===== config.mk =====
export PLATFORM = sky130hd
export DESIGN_NAME = timebase_gen_flat
export DESIGN_NICKNAME = d
export VERILOG_FILES = /design/src/rtl/common_pkg.sv /design/src/rtl/timebase_gen_if.sv /design/src/rtl/timebase_channel.sv /design/src/rtl/timebase_gen.sv /design/src/flat_wrapper.sv
export SDC_FILE = /design/constraint.sdc
export NUM_CORES = 1
export LEC_CHECK = 0
export CORE_MARGIN = 1
export CORE_UTILIZATION = 69
export CTS_BUF_LIST = sky130_fd_sc_hd__clkbuf_4 sky130_fd_sc_hd__clkbuf_8
export DETAILED_ROUTE_END_ITERATION = 12
export PLACE_DENSITY = 0.89
export SYNTH_ARGS = -nofsm -noshare
export SYNTH_HDL_FRONTEND = slang
export SYNTH_SLANG_ARGS = --single-unit

===== constraint.sdc =====
create_clock -name clk -period 13.59 [get_ports clk]
set_input_delay 2.718 -clock clk [delete_from_list [all_inputs] [get_ports clk]]
set_output_delay 2.718 -clock clk [all_outputs]
set_load 0.05 [all_outputs]

===== src/rtl/common_pkg.sv =====
// Shared FP51 constants and types; the timebase generator's defaults and the
// channel run-state enum live here.
package common_pkg;

    localparam int TIMER_UNIT_CLASSIC_PULSE_PERIOD = 96;
    localparam int MAX_UART_BAID_PERIOD            = 10000;

    localparam int TIMEBASE_NUM_CH       = 4;
    localparam int TIMEBASE_PERIOD_WIDTH = 16;
    localparam int TIMEBASE_MIN_PERIOD   = 4;
    localparam int TIMEBASE_MAX_PERIOD   = MAX_UART_BAID_PERIOD;

    typedef logic unsigned [TIMEBASE_PERIOD_WIDTH-1:0] timebase_period_t;

    typedef enum logic {
        CH_IDLE = 1'b0,
        CH_RUN  = 1'b1
    } ch_state_e;

endpackage


===== src/rtl/timebase_gen_if.sv =====
// Bus between the SFR write side / timer consumers and the timebase generator.
interface timebase_gen_if
    import common_pkg::*;
#(
    parameter int NUM_CH       = TIMEBASE_NUM_CH,
    parameter int PERIOD_WIDTH = TIMEBASE_PERIOD_WIDTH
);
    localparam int SEL_W = (NUM_CH > 1) ? $clog2(NUM_CH) : 1;

    logic [NUM_CH-1:0]       ch_en;
    logic                    restart;
    logic                    we;
    logic [SEL_W-1:0]        ch_sel;
    logic [PERIOD_WIDTH-1:0] wdata;
    logic [NUM_CH-1:0]       tick;
    logic [NUM_CH-1:0]       mid_tick;
    logic                    wr_err;
    logic [PERIOD_WIDTH-1:0] period_rd;

    modport master (
        output ch_en, restart, we, ch_sel, wdata,
        input  tick, mid_tick, wr_err, period_rd
    );

    modport slave (
        input  ch_en, restart, we, ch_sel, wdata,
        output tick, mid_tick, wr_err, period_rd
    );

endinterface


===== src/rtl/timebase_channel.sv =====
// One timebase channel: period counter with active/shadow period registers,
// wrap and half-period detection, registered tick outputs.
module timebase_channel
    import common_pkg::*;
#(
    parameter int PERIOD_WIDTH   = TIMEBASE_PERIOD_WIDTH,
    parameter int DEFAULT_PERIOD = TIMER_UNIT_CLASSIC_PULSE_PERIOD
) (
    input  logic                    clk,
    input  logic                    reset,
    input  logic                    en,
    input  logic                    restart,
    input  logic                    wr,
    input  logic [PERIOD_WIDTH-1:0] wdata,
    output logic                    tick,
    output logic                    mid_tick,
    output logic [PERIOD_WIDTH-1:0] active
);
    typedef logic [PERIOD_WIDTH-1:0] per_t;

    ch_state_e state, state_nx;
    per_t      cnt, cnt_nx, active_nx, shadow, shadow_nx, upd;
    logic      wrap, mid, tick_nx, mid_nx;

    always_comb begin
        state_nx  = state;
        cnt_nx    = cnt;
        active_nx = active;
        tick_nx   = 1'b0;
        mid_nx    = 1'b0;
        // a write landing on a reload cycle goes straight into active
        upd       = wr ? wdata : shadow;
        shadow_nx = upd;
        wrap      = (cnt == active - per_t'(1));
        mid       = (cnt == (active >> 1) - per_t'(1));
        case (state)
            CH_IDLE: begin
                cnt_nx    = '0;
                active_nx = upd;
                if (en) state_nx = CH_RUN;
            end
            CH_RUN: begin
                if (!en) begin
                    state_nx  = CH_IDLE;
                    cnt_nx    = '0;
                    active_nx = upd;
                end else begin
                    tick_nx = wrap;
                    mid_nx  = mid;
                    if (wrap || restart) begin
                        cnt_nx    = '0;
                        active_nx = upd;
                    end else begin
                        cnt_nx = cnt + per_t'(1);
                    end
                end
            end
            default: state_nx = CH_IDLE;
        endcase
    end

    always_ff @(posedge clk or posedge reset) begin
        if (reset) begin
            state    <= CH_IDLE;
            cnt      <= '0;
            active   <= per_t'(DEFAULT_PERIOD);
            shadow   <= per_t'(DEFAULT_PERIOD);
            tick     <= 1'b0;
            mid_tick <= 1'b0;
        end else begin
            state    <= state_nx;
            cnt      <= cnt_nx;
            active   <= active_nx;
            shadow   <= shadow_nx;
            tick     <= tick_nx;
            mid_tick <= mid_nx;
        end
    end

endmodule


===== src/rtl/timebase_gen.sv =====
// Multi-channel programmable timebase: clamps period writes, decodes the
// target channel and reads back the selected channel's active period.
module timebase_gen
    import common_pkg::*;
#(
    parameter int NUM_CH         = TIMEBASE_NUM_CH,
    parameter int PERIOD_WIDTH   = TIMEBASE_PERIOD_WIDTH,
    parameter int MIN_PERIOD     = TIMEBASE_MIN_PERIOD,
    parameter int MAX_PERIOD     = TIMEBASE_MAX_PERIOD,
    parameter int DEFAULT_PERIOD = TIMER_UNIT_CLASSIC_PULSE_PERIOD
) (
    input logic           clk,
    input logic           reset,
    timebase_gen_if.slave bus
);
    typedef logic [PERIOD_WIDTH-1:0] per_t;

    localparam per_t MIN_P = per_t'(MIN_PERIOD);
    localparam per_t MAX_P = per_t'(MAX_PERIOD);

    per_t                          clamped, rd_mux;
    logic                          ch_ok;
    logic [NUM_CH-1:0]             wr_v, tick_v, mid_v;
    logic [NUM_CH-1:0][PERIOD_WIDTH-1:0] active_v;

    always_comb begin
        if (bus.wdata < MIN_P)      clamped = MIN_P;
        else if (bus.wdata > MAX_P) clamped = MAX_P;
        else                        clamped = bus.wdata;
    end

    assign ch_ok = (32'(bus.ch_sel) < NUM_CH);

    always_comb begin
        rd_mux = '0;
        for (int i = 0; i < NUM_CH; i++)
            if (32'(bus.ch_sel) == i) rd_mux = active_v[i];
    end

    for (genvar i = 0; i < NUM_CH; i++) begin : g_ch
        assign wr_v[i] = bus.we && (32'(bus.ch_sel) == i);

        timebase_channel #(
            .PERIOD_WIDTH   (PERIOD_WIDTH),
            .DEFAULT_PERIOD (DEFAULT_PERIOD)
        ) u_ch (
            .clk      (clk),
            .reset    (reset),
            .en       (bus.ch_en[i]),
            .restart  (bus.restart),
            .wr       (wr_v[i]),
            .wdata    (clamped),
            .tick     (tick_v[i]),
            .mid_tick (mid_v[i]),
            .active   (active_v[i])
        );
    end

    assign bus.tick     = tick_v;
    assign bus.mid_tick = mid_v;

    always_ff @(posedge clk or posedge reset) begin
        if (reset) begin
            bus.wr_err    <= 1'b0;
            bus.period_rd <= per_t'(DEFAULT_PERIOD);
        end else begin
            bus.wr_err    <= bus.we && ((clamped != bus.wdata) || !ch_ok);
            bus.period_rd <= rd_mux;
        end
    end

endmodule

===== src/flat_wrapper.sv =====
// flat-port wrapper written by rule: the top's interface ports become plain ports
module timebase_gen_flat import common_pkg::*;
#(
    parameter int NUM_CH         = TIMEBASE_NUM_CH,
    parameter int PERIOD_WIDTH   = TIMEBASE_PERIOD_WIDTH,
    parameter int MIN_PERIOD     = TIMEBASE_MIN_PERIOD,
    parameter int MAX_PERIOD     = TIMEBASE_MAX_PERIOD,
    parameter int DEFAULT_PERIOD = TIMER_UNIT_CLASSIC_PULSE_PERIOD
)
  (clk, reset, bus_ch_en, bus_restart, bus_we, bus_ch_sel, bus_wdata, bus_tick, bus_mid_tick, bus_wr_err, bus_period_rd);
  timebase_gen_if #(.NUM_CH(NUM_CH), .PERIOD_WIDTH(PERIOD_WIDTH)) bus_i ();
  input logic clk;
  input logic reset;
  input wire logic [$bits(bus_i.ch_en)-1:0] bus_ch_en;
  input wire logic [$bits(bus_i.restart)-1:0] bus_restart;
  input wire logic [$bits(bus_i.we)-1:0] bus_we;
  input wire logic [$bits(bus_i.ch_sel)-1:0] bus_ch_sel;
  input wire logic [$bits(bus_i.wdata)-1:0] bus_wdata;
  output wire logic [$bits(bus_i.tick)-1:0] bus_tick;
  output wire logic [$bits(bus_i.mid_tick)-1:0] bus_mid_tick;
  output wire logic [$bits(bus_i.wr_err)-1:0] bus_wr_err;
  output wire logic [$bits(bus_i.period_rd)-1:0] bus_period_rd;
  assign bus_i.ch_en = bus_ch_en;
  assign bus_i.restart = bus_restart;
  assign bus_i.we = bus_we;
  assign bus_i.ch_sel = bus_ch_sel;
  assign bus_i.wdata = bus_wdata;
  assign bus_tick = bus_i.tick;
  assign bus_mid_tick = bus_i.mid_tick;
  assign bus_wr_err = bus_i.wr_err;
  assign bus_period_rd = bus_i.period_rd;
  timebase_gen #(.NUM_CH(NUM_CH), .PERIOD_WIDTH(PERIOD_WIDTH), .MIN_PERIOD(MIN_PERIOD), .MAX_PERIOD(MAX_PERIOD), .DEFAULT_PERIOD(DEFAULT_PERIOD)) u_core (.clk(clk), .reset(reset), .bus(bus_i));
endmodule

; After elaboration in Yosys (flattened, before gate mapping)
; Cells that the tools add are included.
; W data, S select, Z words.
[word_totals]
inputBits = 26
mem_bits_rw = 0
wordCells = 124
register_bits = 221
romBits = 0
latch_bits = 0
n_memories = 0
out_inout_bits = 25
[classes]
n_lt_le_gt_ge = 2
bitwise_logic = 4
mul = 0
mux = 54
n_reduce_logical = 10
eq_ne = 16
n_addsub = 12
shifts = 0
div = 0
[ops]
columns = cell, count
row1 = $mux W16, 26
row2 = $pmux W16 S2, 8
row3 = $eq A16 B16 Y1, 8
row4 = $add A16 B1 Y16 const B, 4
row5 = $sub A15 B1 Y16 const B, 4
row6 = $sub A16 B1 Y16 const B, 4
row7 = $mux W1, 20
row8 = $gt A16 B14 Y1 const B, 1
row9 = $lt A16 B3 Y1 const B, 1
row10 = $ne A16 B16 Y1, 1
row11 = $ne A3 B2 Y1 const B, 4
row12 = $logic_and A1 B1 Y1, 5
row13 = $eq A2 B2 Y1 const B, 2
row14 = $logic_or A1 B1 Y1, 4
row15 = $not A1 Y1, 4
row16 = $eq A2 B1 Y1 const B, 1
row17 = $logic_not A2 Y1, 1

; Depth between registers and ports, before layout
; Gate-level depths: netlist (run 1).
[depth]
ltp_word = 7
mapped_depth = 13
ltp_nobuf = 9

; By module
; A second synthesis (run 1) with hierarchy kept.
[unflattened]
cells_unflattened = 1284
area_unflattened_um2 = 13706.9
[by_module_without_submodules]
columns = module, area_per_inst_um2, cells_each, n_inst, seq_area_each_um2
row1 = timebase_channel, 3159.3, 302, 4, 1281.2
row2 = timebase_gen, 1069.8, 76, 1, 427.9

; Worst setup path before layout (run 1)
; No wires, ideal clock.
[synth_path]
path_type = in2reg
from = input bus_wdata[7]
to = register u_core.g_ch[0].u_ch.active[2]
n_path_buf = 0
required_ns = 13.525
arrival_ns = 4.679
path_slack_ns = 8.847
setup_time_ns = 0.065
cell_stages = 6
path_cell_list = or4_1 a211o_1 a311oi_1 a21oi_1 o21ai_0 mux2_4
[synth_between]
elab_chain_len = 7
word_cells_on_any_way = 8
classes_between = 2 x order compare / 6 x mux
[synth_rtl]
columns = element, line
row1 = "start, declared", flat_wrapper.sv:18  ; input wire logic [$bits(bus_i.wdata)-1:0] bus_wdata;
row2 = $gt A16 B14 Y1, timebase_gen.sv:28  ; else if (bus.wdata > MAX_P) clamped = MAX_P;
row3 = $mux W16, timebase_gen.sv:28
row4 = $mux W16 *, timebase_gen.sv:27  ; if (bus.wdata < MIN_P) clamped = MIN_P;
row5 = $mux W16 *, timebase_channel.sv:32  ; upd = wr ? wdata : shadow;
row6 = $mux W16, timebase_channel.sv:50  ; if (wrap || restart) begin
row7 = $mux W16, timebase_channel.sv:43  ; if (!en) begin
row8 = $pmux W16 S2 *, timebase_channel.sv:36  ; case (state)
row9 = net u_core.g_ch[0].u_ch.active_nx[2], timebase_channel.sv:22  ; per_t cnt, cnt_nx, active_nx, shadow, shadow_nx, upd;
row10 = "end signal, assigned", timebase_channel.sv:66  ; active <= per_t'(DEFAULT_PERIOD);
row11 = "end signal, assigned", timebase_channel.sv:73  ; active <= active_nx;
row12 = "end, declared", timebase_channel.sv:17  ; output logic [PERIOD_WIDTH-1:0] active
; Mark *: on every way through the listed nets, which the timed path passes. The rest lies on a longest branch. The select of a mux whose other input is x is not followed.
; A chain may end at the register's enable or synchronous reset.

; Worst setup path after layout (run 1)
[layout_path]
from = input bus_ch_sel[1]
to = register u_core.g_ch[3].u_ch.active[3]
[layout_between]
elab_chain_len = 6
[layout_rtl]
columns = element, line
row1 = "start, declared", flat_wrapper.sv:17  ; input wire logic [$bits(bus_i.ch_sel)-1:0] bus_ch_sel;
row2 = $eq A2 B2 Y1 *, timebase_gen.sv:41  ; assign wr_v[i] = bus.we && (32'(bus.ch_sel) == i);
row3 = $logic_and A1 B1 Y1 *, timebase_gen.sv:41
row4 = $mux W16 *, timebase_channel.sv:32
row5 = $mux W16, timebase_channel.sv:50
row6 = $mux W16, timebase_channel.sv:43
row7 = $pmux W16 S2 *, timebase_channel.sv:36
row8 = net u_core.g_ch[3].u_ch.active_nx[3], timebase_channel.sv:22
row9 = "end signal, assigned", timebase_channel.sv:66
row10 = "end signal, assigned", timebase_channel.sv:73
row11 = "end, declared", timebase_channel.sv:17
; Marks and branches as above.

==> metrics.csv, run 1 <==
metric,value,unit
status,"finished, final reports clean",
yosys.area.top_type,dfrtp_1,
fin_hold_ws,0.4798,ns
detail_route.wl_per_cell,20.57,um
clk_latency,0.55,ns
r2r_start,u_core.g_ch[3].u_ch.active[0],
p_int,1218,uW
clock_power_share,36.0,%
synth_nets,1398,
cp.arrival,5.84,ns
p_per_area,124.1,mW/mm^2
ant_nets,0,
cts_hold_buf,0,
multiInputGateArea,0.006963,mm^2
min_from,u_core.g_ch[1].u_ch.shadow[15],
slew_violations,0,
period_minus_slack,5.412,ns
clk_pin_slew,0.06,ns
area_delta_synth_final,8.232,%
r2r-end,u_core.g_ch[3].u_ch.active[4],
die-area,0.01965,mm^2
timing.fmax,184.8,MHz
finalSetupTns,0,ns
yosys.area.top_type_share,38.55,%
syn_inst,1360,
total_power,1770,uW
ff_latch_area,0.005553,mm^2
grt_use_total,34.54,%
vdd_drop_max,0.09429,mV
mostFrequentLayoutCells,"dfrtp_1, nand2_1, nor2_1, xnor2_1, xor2_1",
path_buf_inv,1,
synth_ff_type,dfrtp_1,
final_nets,1372,
synth.avg_cell_area,9.689,um^2
reg2reg_depth,9,
rrSetupSlack,9.16,ns
swShare,31.21,%
fp.coreArea,0.01871,mm^2
cp.required,14.02,ns
drv_cap,0,
numCtsBuffers,37,
pwr-share-seq,44.0,%
wl,32810,um
drtPass1Iterations,5,
io_buffers,50,
via_count,10400,
min_to,u_core.g_ch[1].u_ch.shadow[15],
gp_congestion,0.9186,
crit_fanout,30,
drc,0,
cp-end-kind,flop,
min_path_type,reg -> reg,
cp_slowest_cell,clkdlybuf4s50_1,
io-pin-count,51,
overflow,0,
hold_viol_final,0,
cts_max_level,2,
num_rows,50,
die_height,140.2,um
dr.first_iter.drc_count,968,
final_common_cell,dfrtp_1,
grt_max_degree,135,
switchingPower,552.5,uW
power_frac_comb,20.0,%
cts_tree,built,
ys_async_sr_fraction,100.0,%
max-slew-margin-rel,24.88,%
ys_top_cells_by_area,"dfrtp_1, xnor2_1, xor2_1",
synth-seq-area-share,42.14,%
ys_seq_elements,221,
cp_top_family,simple AND/OR/NAND/NOR gates,
grt_pass1_wl,53190,um
whs_path_depth,1,
antenna_found_initial,1,
vias_per_cell,6.519,
setup_viol,0,
clock_path_buffers,3,
postCtsSetupBuffers,0,
p_leak,0.005933,uW
initial_core_util,70.45,%
crit_type,in -> reg,
yosysWarnings,0,
synth_edf_count,0,
dp_hpwl,22460,um
yosys.cell_types.count,80,
drive_gt1_share,13.96,%
tightest_slew,1.124,ns
min_period_over_period,39.82,%
diodes,0,
fin_skew,0.01680,ns
critPathMaxStageDelay,1.17,ns
path_cells,"clkdlybuf4s50_1, nand3_1, nand2_1, o21ai_0, mux2_1",
fillCellCount,1207,
clock-root-buffer,clkbuf_8,
rsz0062_at_grt,no,
cts_sinks,221,
fp.dieW,140.2,um
cts-resized-gates,0,
grt_pass1_vias,10170,
syn_area,0.01318,mm^2
critPathLaunchType,input pin,
-- flip-flops by register name, indices dropped and copies added, names as in the netlist --
name and cells:
u_core.bus.period_rd 16, u_core.bus.wr_err 1, u_core.g_ch.u_ch.active 64, u_core.g_ch.u_ch.cnt 64, u_core.g_ch.u_ch.mid_tick 4, u_core.g_ch.u_ch.shadow 64
u_core.g_ch.u_ch.state 4, u_core.g_ch.u_ch.tick 4
-- Yosys cell counts, types with 5 or more instances --
master      n
a211o_1     7
a211oi_1   11
a21oi_1    23
a31oi_1    13
and2_1     13
and3_1     19
and4_1      6
buf_2      10
buf_4      14
clkbuf_1   87
dfrtp_1   203
dfstp_2    18
ha_1       12
inv_1      28
mux2_1      9
mux2_2     44
mux2_4     14
mux2i_1     7
mux4_2     16
nand2_1   120
nand2b_1    9
nand3_1    44
nand4_1    28
nor2_1    119
nor2b_1    14
nor3_1     33
nor3b_1     6
nor4_1     25
o21ai_0    84
or2_2       7
or3_1      17
or3b_2      5
or4_1       8
xnor2_1   118
xor2_1     88
-- power by group through the flow --
stage	clock, uW	combinational [uW]	sequential [uW]
final	637	354	779
after floorplan	0	287	751
after detailed placement	0	345	785
after global placement	0	330	783
after CTS	644	350	775
after global routing	672	384	783
-- worst max-delay path by stage --
stage	startpoint	end	slack, ns	depth (start not counted)
floorplan	reset	u_core.bus.period_rd[0]	4.85	1
global placement	bus_ch_sel[1]	u_core.g_ch[2].u_ch.active[15]	7.92	4
detailed placement	bus_ch_sel[0]	u_core.g_ch[3].u_ch.active[3]	7.74	5
CTS	bus_ch_sel[0]	u_core.g_ch[3].u_ch.active[3]	8.21	5
global route	bus_ch_sel[0]	u_core.g_ch[3].u_ch.active[1]	7.90	5
finish	bus_ch_sel[1]	u_core.g_ch[3].u_ch.active[3]	8.18	5
-- cells by family (layout without fill, tap and decap cells) --
kind of cell	Yosys count	after routing	share of synthesized area, %
simple gates	498	498	19.51
flops	221	221	42.14
xor+xnor	207	207	13.86
compound gates	184	184	8.935
buf+inv	148	149	5.023
mux	90	90	9.391
fa+ha+maj	12	12	1.139
-- stage by stage --
| step | setup WS [ns] | cells | util [%] | cell area, um^2 |
|---|---|---|---|---|
| 3_3_place_gp | 7.924 | 1529 | 71.95 | 13460 |
| 3_5_place_dp | 7.735 | 1529 | 71.95 | 13460 |
| 6_report | 8.178 | 1595 | 76.25 | 14260 |
| 4_1_cts | 8.214 | 1595 | 76.25 | 14260 |
| 2_1_floorplan | 4.852 | 1360 | - | 13180 |
| 5_1_grt | 7.903 | 1595 | 76.25 | 14260 |
-- metal layers --
layer	vias to the layer above	routed length (um)	global-route usage [%]
met5	-	13	0
met4	2	1426	16.95
met3	123	2730	6.154
met2	511	15250	54.11
met1	5087	13380	46.83
li1	4675	-	-
-- area by class of cell --
type	count	share of cell area, %
clock buffers	57	5.106
well taps	234	2.053
multi-input cells	991	48.82
clock inverters	9	0.5264
flip-flops and latches	221	38.93
repair buffers	55	3.772
inverters	28	0.7895
Note: power is estimated with default switching activity, not from simulation.
==> inputs of run 2 (changes only) <==
--- a/config.mk
+++ b/config.mk
@@ -6,10 +6,10 @@
 export NUM_CORES = 1
 export LEC_CHECK = 0
 export CORE_MARGIN = 1
-export CORE_UTILIZATION = 69
+export CORE_UTILIZATION = 64
 export CTS_BUF_LIST = sky130_fd_sc_hd__clkbuf_4 sky130_fd_sc_hd__clkbuf_8
 export DETAILED_ROUTE_END_ITERATION = 12
-export PLACE_DENSITY = 0.89
+export PLACE_DENSITY = 0.83
 export SYNTH_ARGS = -nofsm -noshare
 export SYNTH_HDL_FRONTEND = slang
 export SYNTH_SLANG_ARGS = --single-unit
==> constraint.sdc (replaced) <==
create_clock -name clk -period 5.05 [get_ports clk]
set_input_delay 1.01 -clock clk [delete_from_list [all_inputs] [get_ports clk]]
set_output_delay 1.01 -clock clk [all_outputs]
set_load 0.05 [all_outputs]
==> run 2 against run 1 <==
Against the previous run:
- critical path depth up 5
- critical endpoint is now u_core.g_ch[0].u_ch.active[14]
- total power increased to 2.7 times the previous value
- sequential power grew to 2.7 times the previous value
- highest routed layer is now met4
- count of clock-buffer cells in the layout rose by 2
- clock skew is 0.013 ns higher
- sequential cell count stayed put
- via count down 2.4%
- register-to-register slack got worse by 8.1 ns
==> metrics.csv, run 2 (synthesized netlist as in run 1, its figures left out) <==
metric,value,unit
cts_tree,built,
cts_hold_buf,0,
status,"finished, final reports clean",
setup_ws,1.058,ns
crit_fanout,16,
antenna_found_initial,1,
ff_latch_area,0.005553,mm^2
drtPass1Iterations,5,
wl,32200,um
tightest_slew,1.021,ns
grt_pass1_vias,9903,
clock_power_share,36.1,%
vias_per_cell,6.175,
clock-root-buffer,clkbuf_8,
finalSetupTns,0,ns
reg2reg_depth,10,
io-pin-count,51,
postCtsSetupBuffers,0,
drv_cap,0,
cts-resized-gates,0,
fin_skew,0.02969,ns
rsz0062_at_grt,no,
post-place-ws,1.118,ns
io_buffers,50,
drive_gt1_share,14.71,%
r2r_start,u_core.g_ch[0].u_ch.active[2],
drc,0,
vdd_drop_max,0.2484,mV
p_per_area,329.7,mW/mm^2
via_count,10150,
fin_hold_ws,0.4760,ns
critPathCapture,u_core.g_ch[0].u_ch.active[14],
cp-end-kind,flop,
worstSetupStartpoint,u_core.g_ch[0].u_ch.active[2],
fillCellCount,1473,
clk_latency,0.55,ns
cts_sinks,221,
min_period_over_period,79.05,%
grt_pass1_wl,52860,um
grt_max_degree,91,
cts_max_level,2,
final_common_cell,dfrtp_1,
timing.fmax,250.5,MHz
rrSetupSlack,1.06,ns
multiInputGateArea,0.006963,mm^2
min_from,u_core.g_ch[3].u_ch.shadow[14],
largestRegisters,"u_core.g_ch.u_ch.active x64, u_core.g_ch.u_ch.cnt x64, u_core.g_ch.u_ch.shadow x64",
detail_route.wl_per_cell,19.59,um
pwr-share-seq,43.9,%
overflow,0,
swShare,30.59,%
power_frac_comb,20.0,%
period_minus_slack,3.992,ns
numCtsBuffers,38,
utilization,71.33,%
ant_nets,0,
initial_core_util,65.12,%
area_delta_synth_final,9.523,%
switchingPower,1456,uW
cp.arrival,4.40,ns
die-area,0.02117,mm^2
clock_path_buffers,3,
fp.dieW,145.5,um
dp_hpwl,23290,um
cp.required,5.46,ns
clk_pin_slew,0.06,ns
slew_violations,0,
num_rows,52,
r2r-end,u_core.g_ch[0].u_ch.active[14],
die_height,145.5,um
hold_viol_final,0,
max-slew-margin-rel,31.33,%
setup_viol,0,
gp_congestion,0.9192,
mostFrequentLayoutCells,"dfrtp_1, nand2_1, nor2_1, xnor2_1, xor2_1",
crit_type,reg -> reg,
placed_area,0.01362,mm^2
grt_use_total,31.56,%
fp.coreArea,0.02023,mm^2
min_path_type,reg -> reg,
final_nets,1386,
p_int,3303,uW
final_area,0.01443,mm^2
critPathLaunchType,flop,
p_leak,0.006004,uW
dr.first_iter.drc_count,837,
==> run 2: changes by cell type in the layout (fill, tap and decap cells not counted), sizes merged <==
cell / previous run / this run
diode: 0 / 1
clkbuf: 57 / 59
clkinv: 6 / 4
inv: 28 / 27
buf: 5 / 18
==> run 2: worst max-delay path, cell delays in order (launching register included) <==
cell and delay, ns:
dfrtp_1 0.49, inv_1 0.15, ha_1 0.33, or3b_1 0.42
or4_4 0.57, nor3b_2 0.28, a211o_1 0.18, a32oi_2 0.13
o31ai_4 0.69, buf_12 0.27, mux2_2 0.35
==> run 2: power groups by stage <==
| stage | combinational, uW | clock, uW | sequential (uW) |
|---|---|---|---|
| 5_1_grt | 1040 | 1820 | 2110 |
| 6_report | 950 | 1720 | 2090 |
| 2_1_floorplan | 773 | 0 | 2020 |
| 4_1_cts | 943 | 1740 | 2080 |
| 3_3_place_gp | 911 | 0 | 2110 |
| 3_5_place_dp | 937 | 0 | 2110 |
==> run 2: how the worst min path moves through the flow <==
stage                                                 to  cells after the start  slack (ns)
after floorplan           u_core.g_ch[0].u_ch.shadow[14]                      1        0.44
after global placement    u_core.g_ch[1].u_ch.shadow[14]                      1        0.46
after detailed placement  u_core.g_ch[3].u_ch.shadow[14]                      1        0.46
after CTS                 u_core.g_ch[0].u_ch.shadow[14]                      1        0.48
after global routing      u_core.g_ch[0].u_ch.shadow[14]                      1        0.49
final                     u_core.g_ch[3].u_ch.shadow[14]                      1        0.48
==> run 2: layout make-up <==
cell class | count | area share (%)
Antenna cell | 1 | 0.01734
Clock buffer | 59 | 5.193
Clock inverter | 6 | 0.3988
Inverter | 28 | 0.7542
Sequential cell | 221 | 38.47
Timing Repair Buffer | 68 | 4.577
Tap cell | 270 | 2.341
Multi-Input combinational cell | 991 | 48.24
==> run 2: routing by layer <==
layer  global-route usage [%]  share of wire, %  vias to the layer above
li1                         -                 -                     4705
met1                    43.96                43                     4969
met2                    47.57                45                      389
met3                    7.241               8.0                       89
met4                    13.79               3.9                        0
met5                        0                 0                        -
==> run 2: metrics by stage <==
| stage | cells | power (uW) |
|---|---|---|
| 2_1_floorplan | 1360 | 2795 |
| 4_1_cts | 1643 | 4768 |
| 6_report | 1644 | 4759 |
| 3_5_place_dp | 1578 | 3050 |
| 5_1_grt | 1643 | 4969 |
| 3_3_place_gp | 1578 | 3018 |
